### config.mk
export PLATFORM = sky130hd
export DESIGN_NAME = mmio_arbiter
export DESIGN_NICKNAME = d
export VERILOG_FILES = /design/src/rtl/mmio_arbiter.sv
export SDC_FILE = /design/constraint.sdc
export NUM_CORES = 1
export LEC_CHECK = 0
export ABC_AREA = 1
export CORE_AREA = 5 5 121 123
export CTS_BUF_LIST = sky130_fd_sc_hd__clkbuf_16
export CTS_CLUSTER_SIZE = 14
export DETAILED_ROUTE_END_ITERATION = 10
export DIE_AREA = 0 0 126 128
export GPL_ROUTABILITY_DRIVEN = 1
export HOLD_SLACK_MARGIN = 0.1
export PLACE_DENSITY = 0.87
export SLEW_MARGIN = 5
export SYNTH_ARGS = -nofsm -noshare
export SYNTH_HDL_FRONTEND = slang
export SYNTH_SLANG_ARGS = --single-unit
### constraint.sdc
create_clock -name clk -period 1.3 [get_ports clk]
set_clock_uncertainty 0.1 [all_clocks]
set_input_delay 0.195 -clock clk [delete_from_list [all_inputs] [get_ports clk]]
set_output_delay 0.195 -clock clk [all_outputs]
set_load 0.005 [all_outputs]
### src/rtl/mmio_arbiter.sv
// Two-requester arbiter for the shared mmio port: one mmio_en strobe per accepted request.
// Optional build macro MMIO_ARB_FIXED_PRIO_EN: requester 0 always wins contention (no round-robin pointer).
module mmio_arbiter #(
  parameter int ADDR_WIDTH = 14,
  parameter int DATA_WIDTH = 32
) (
  input  logic                  clk,
  input  logic                  reset,
  input  logic                  req0_valid,
  input  logic [3:0]            req0_we,
  input  logic [ADDR_WIDTH-1:0] req0_addr,
  input  logic [DATA_WIDTH-1:0] req0_din,
  output logic                  req0_ready,
  output logic                  req0_rvalid,
  output logic [DATA_WIDTH-1:0] req0_rdata,
  input  logic                  req1_valid,
  input  logic [3:0]            req1_we,
  input  logic [ADDR_WIDTH-1:0] req1_addr,
  input  logic [DATA_WIDTH-1:0] req1_din,
  output logic                  req1_ready,
  output logic                  req1_rvalid,
  output logic [DATA_WIDTH-1:0] req1_rdata,
  output logic                  mmio_en,
  output logic [3:0]            mmio_we,
  output logic [ADDR_WIDTH-1:0] mmio_addr,
  output logic [DATA_WIDTH-1:0] mmio_din,
  input  logic [DATA_WIDTH-1:0] mmio_dout
);

  typedef enum logic {
    IDLE  = 1'b0,
    ISSUE = 1'b1
  } state_t;

  state_t                state_q, state_d;
  logic                  owner_q, owner_d;
  logic [3:0]            we_q, we_d;
  logic [ADDR_WIDTH-1:0] addr_q, addr_d;
  logic [DATA_WIDTH-1:0] din_q, din_d;
  logic [DATA_WIDTH-1:0] rdata_q, rdata_d;
  logic                  rvalid_q, rvalid_d;
  logic                  grant0_s, grant1_s;
`ifndef MMIO_ARB_FIXED_PRIO_EN
  logic                  ptr_q, ptr_d;
`endif

  // Grant selection; gated by reset so ready stays low while reset is asserted.
  always_comb begin
    grant0_s = 1'b0;
    grant1_s = 1'b0;
    if ((state_q == IDLE) && reset) begin
      if (req0_valid && req1_valid) begin
`ifdef MMIO_ARB_FIXED_PRIO_EN
        grant0_s = 1'b1;
`else
        grant0_s = ~ptr_q;
        grant1_s = ptr_q;
`endif
      end else begin
        grant0_s = req0_valid;
        grant1_s = req1_valid;
      end
    end else begin
      grant0_s = 1'b0;
      grant1_s = 1'b0;
    end
  end

  // Next-state and command/response capture.
  always_comb begin
    state_d  = state_q;
    owner_d  = owner_q;
    we_d     = we_q;
    addr_d   = addr_q;
    din_d    = din_q;
    rdata_d  = rdata_q;
    rvalid_d = 1'b0;
`ifndef MMIO_ARB_FIXED_PRIO_EN
    ptr_d    = ptr_q;
`endif
    case (state_q)
      IDLE: begin
        if (grant0_s || grant1_s) begin
          state_d = ISSUE;
          owner_d = grant1_s;
          we_d    = grant1_s ? req1_we   : req0_we;
          addr_d  = grant1_s ? req1_addr : req0_addr;
          din_d   = grant1_s ? req1_din  : req0_din;
`ifndef MMIO_ARB_FIXED_PRIO_EN
          // Prefer whichever requester just lost.
          ptr_d   = grant0_s;
`endif
        end else begin
          state_d = IDLE;
        end
      end
      ISSUE: begin
        state_d  = IDLE;
        rvalid_d = 1'b1;
        rdata_d  = (we_q == 4'b0000) ? mmio_dout : {DATA_WIDTH{1'b0}};
      end
      default: begin
        state_d = IDLE;
      end
    endcase
  end

  // State and datapath registers.
  always_ff @(posedge clk or negedge reset) begin
    if (!reset) begin
      state_q  <= IDLE;
      owner_q  <= 1'b0;
      we_q     <= 4'b0000;
      addr_q   <= {ADDR_WIDTH{1'b0}};
      din_q    <= {DATA_WIDTH{1'b0}};
      rdata_q  <= {DATA_WIDTH{1'b0}};
      rvalid_q <= 1'b0;
`ifndef MMIO_ARB_FIXED_PRIO_EN
      ptr_q    <= 1'b0;
`endif
    end else begin
      state_q  <= state_d;
      owner_q  <= owner_d;
      we_q     <= we_d;
      addr_q   <= addr_d;
      din_q    <= din_d;
      rdata_q  <= rdata_d;
      rvalid_q <= rvalid_d;
`ifndef MMIO_ARB_FIXED_PRIO_EN
      ptr_q    <= ptr_d;
`endif
    end
  end

  assign req0_ready  = grant0_s;
  assign req1_ready  = grant1_s;
  // owner_q only changes at the end of the response cycle, so it still names the responder here.
  assign req0_rvalid = rvalid_q & ~owner_q;
  assign req1_rvalid = rvalid_q &  owner_q;
  assign req0_rdata  = req0_rvalid ? rdata_q : {DATA_WIDTH{1'b0}};
  assign req1_rdata  = req1_rvalid ? rdata_q : {DATA_WIDTH{1'b0}};

  assign mmio_en   = (state_q == ISSUE);
  assign mmio_we   = mmio_en ? we_q : 4'b0000;
  assign mmio_addr = addr_q;
  assign mmio_din  = din_q;

endmodule

==> out/results.tsv <==
stage	metric	value	unit
final_layout	filler instances	797	
logic_synthesis	number of cells produced by synthesis	673	
power	total power draw	10.1	mW
critical_path	ordered list of cells on the worst path	inv_2, nand2_8, buf_16, buf_12, nor2_2, buf_2	
critical_path	largest fanout of any net on the critical path	6	
critical_path	family with the most delay on the worst path	buffers and inverters	
final_layout	Layout Utilization	76.0	%
global_routing	total grt overflow	0	
critical_path	largest stage delay on the critical path	400	ps
sta	Tmin final	1730	ps
floorplanning	Placeable Area	13600	um2
floorplanning	height of the die	128	um
global_routing	maximum number of pins on one net before global-route repair	57	
final_layout	area occupied by multi-input gates	3130	um2
run_status	failing checks	negative setup slack	
critical_path	Worst path slowest cell	sky130_fd_sc_hd__dfrtp_1	
routing	overall routed net length	24.5	mm
logic_synthesis	Seq cells post-synth	86	
clock_network	clock tree from TritonCTS	done	
placement	number of port buffers	254	
sta	worst slew slack as a fraction of its limit	64.9	%
routing	number of iterations in the first detailed-routing pass	5	
global_routing	vias in the first global route	6055	
global_routing	Total GRT Usage	25.6	%
clock_network	clock root buffer	sky130_fd_sc_hd__clkbuf_16	
sta	Final Hold Vio Count	0	
logic_synthesis	net count after synthesis	809	
clock_network	number of levels the H-tree was split into	3	
sta	RSZ-0062 raised after global routing	true	
power	Cell Pwr Density	983	nW/um2
floorplanning	die width	126	um
routing	count of vias placed by the detailed router	6152	
routing	Antenna Nets Post-Route	0	
clock_network	Inserted Clock Buffers	9	
final_layout	number of diodes added for antenna fixing	0	
floorplanning	top-level I/O count	255	
sta	WHS	342	ps
floorplanning	full die area	16100	um2
critical_path	Critical Path AT	1440	ps
routing	DRC violation count after routing	0	
final_layout	proportion of layout cells with a drive suffix above 1	43.1	%
floorplanning	total number of placement rows	43	
clock_network	clock insertion delay at the later pin of the skew report	330	ps
critical_path	Critical path buffers and inverters	4	
sta	Highest Clock Rate	577	MHz
clock_network	Sinks on Clock Net	86	
logic_synthesis	average cell area after synthesis	7.02	um2
critical_path	type of element launching the critical path	register	
min_path	type of the most critical hold path	input pin to register	
floorplanning	initial standard-cell utilization of the core	34.9	%
logic_synthesis	cell area after synthesis	4730	um2
critical_path	critical path data required time	1000	ps
routing	Routed wire per std cell	20.5	um
final_layout	total number of nets in the final design	1148	
power	highest ir drop seen on vdd	0.565	mV
logic_synthesis	cell types occupying the most area after synthesis	sky130_fd_sc_hd__dfrtp_1, sky130_fd_sc_hd__nand2_1, sky130_fd_sc_hd__inv_1, sky130_fd_sc_hd__nand4_1, sky130_fd_sc_hd__nand3_1	
final_layout	register area	2150	um2
sta	setup ws final	-432	ps
logic_synthesis	post-synthesis cell type count	19	
logic_synthesis	total of warnings raised by yosys	0	
routing	Via-to-Cell Ratio	5.14	
placement	global placer's final weighted congestion	0.907	
routing	number of DRC markers after the initial detailed-route iteration	355	
power	leakage dissipation	5.10	nW
critical_path	start-to-end type of the worst setup path	register to output port	
clock_network	CTS Buffer Depth	2	
final_layout	Final Instance Area	10300	um2
clock_network	clock slew seen by the registers of the worst setup and hold paths	70	ps
global_routing	initial antenna violation count	0	
sta	Final Max Slew Viols	0	
run	# Max-Cap Violations	0	
run_status	result of the run	finished, violations left	
placement	instance area after placement	7610	um2
logic_synthesis	share of the yosys chip area belonging to registers	45.5	%
final_layout	area growth from synthesis to layout	118	%
placement	Detailed Place HPWL	11.9	mm
critical_path	crit end category	output port	
logic_synthesis	Yosys top cell by area	sky130_fd_sc_hd__dfrtp_1	
logic_synthesis	Yosys top cell area share	45.5	%
global_routing	first-pass GRT wire length	32.7	mm
sta	number of setup violations in the final report	156	
sta	Worst Tran Pin Value	527	ps
sta	final worst-path cycle share	133	%
## Yosys cell counts
cell                         n
sky130_fd_sc_hd__o21ai_4     1
sky130_fd_sc_hd__nand3_2     1
sky130_fd_sc_hd__nand3_1    51
sky130_fd_sc_hd__nand2_2     1
sky130_fd_sc_hd__nor2_8      1
sky130_fd_sc_hd__dfrtp_1    86
sky130_fd_sc_hd__o22ai_1    32
sky130_fd_sc_hd__buf_4       3
sky130_fd_sc_hd__buf_2      21
sky130_fd_sc_hd__nand2_1   190
sky130_fd_sc_hd__nand4_1    50
sky130_fd_sc_hd__o21ai_1     2
sky130_fd_sc_hd__buf_1       2
sky130_fd_sc_hd__clkbuf_1   19
sky130_fd_sc_hd__nor2_1     66
sky130_fd_sc_hd__inv_1     142
sky130_fd_sc_hd__inv_4       1
sky130_fd_sc_hd__buf_6       3
sky130_fd_sc_hd__inv_2       1
## cells in the final DEF (no fill, tap or decap), drive strengths merged
cell type        n
dlygate4sd2      9
o21ai            3
nor2            67
bufinv           1
clkinvlp         2
nand3           52
dfrtp           86
inv            146
clkinv           1
nand2          191
o22ai           32
clkdlybuf4s15   34
nand4           50
clkdlybuf4s50  133
dlygate4sd3      1
buf            193
clkbuf          15
## per-stage QoR
step | std cells | setup WS, ps | TNS (ps)
after floorplan | 673 | -16.3 | -568
after global placement | 1100 | -440 | -37360
after detailed placement | 1100 | -451 | -41140
after CTS | 1183 | -410 | -43630
after global routing | 1196 | -482 | -52640
final | 1196 | -432 | -45190
## state kept, by name, indices dropped and copies added (netlist names)
signal     flops
ptr_q          1
we_q           4
rvalid_q       1
mmio_din      32
owner_q        1
mmio_en        1
mmio_addr     14
rdata_q       32
## area by class of cell
class | instances | share of cell area [%]
clock inverter | 6 | 0.558
clock buffer | 9 | 2.18
timing repair buffer | 376 | 38.6
inverter | 144 | 5.27
tap | 180 | 2.18
sequential | 86 | 20.9
multi-input combinational | 395 | 30.4
## worst min-delay path: cells and delay by family
family,cells,cell delay (ps)
buffers and inverters,1,390
AOI/OAI and AO/OA,1,70
and+or+nand+nor,1,80
## report_power, final
group	switching [mW]	internal, mW	total [mW]
Clock	1.05	1.46	2.51
Sequential	0.264	3.10	3.37
Combinational	2.09	2.16	4.25
Total	3.40	6.73	10.1
## worst paths after layout
check / startpoint / end / slack [ps] / depth (start not counted)
worst max-delay path: owner_q$_DFFE_PN0P_ / req0_rdata[14] / -430 / 6
worst min-delay path: mmio_dout[28] / rdata_q[28]$_DFFE_PN0P_ / 340 / 3
worst max register to register: mmio_en$_DFF_PN0_ / mmio_din[8]$_DFFE_PN0P_ / -380 / 9
worst min register to register: mmio_din[31]$_DFFE_PN0P_ / mmio_din[31]$_DFFE_PN0P_ / 370 / 2
max in group asynchronous: reset / mmio_addr[13]$_DFFE_PN0P_ / 190 / 4
min in group asynchronous: reset / rdata_q[27]$_DFFE_PN0P_ / 500 / 4
## what timing repair did
item                       CTS  global route
setup endpoints to repair  190           245
hold buffers                 1             0
gates cloned                24             3
setup buffers               47            22
pin swaps                   84            86
hold endpoints to repair    86             0
gates resized for setup    561           241
## routing by layer
metal  part of all wire (%)  vias to the layer above  global-route usage, %  wire length, um
met2                     52                      345                   45.7            12700
met5                      0                        -                      0                0
met3                    8.4                       67                   5.92             2050
li1                       -                     2761                      -                -
met4                    3.1                        0                   11.7              766
met1                     37                     2979                   29.0             8950
## cells by family (layout without fill, tap and decap cells)
group           count (synthesis)  in the layout  share of synthesized area, %
compound gates                 35             35                          4.79
buf+inv                       192            535                          16.6
flops                          86             86                          45.5
simple gates                  360            360                          33.1
Power figures use the tool's default switching activity.
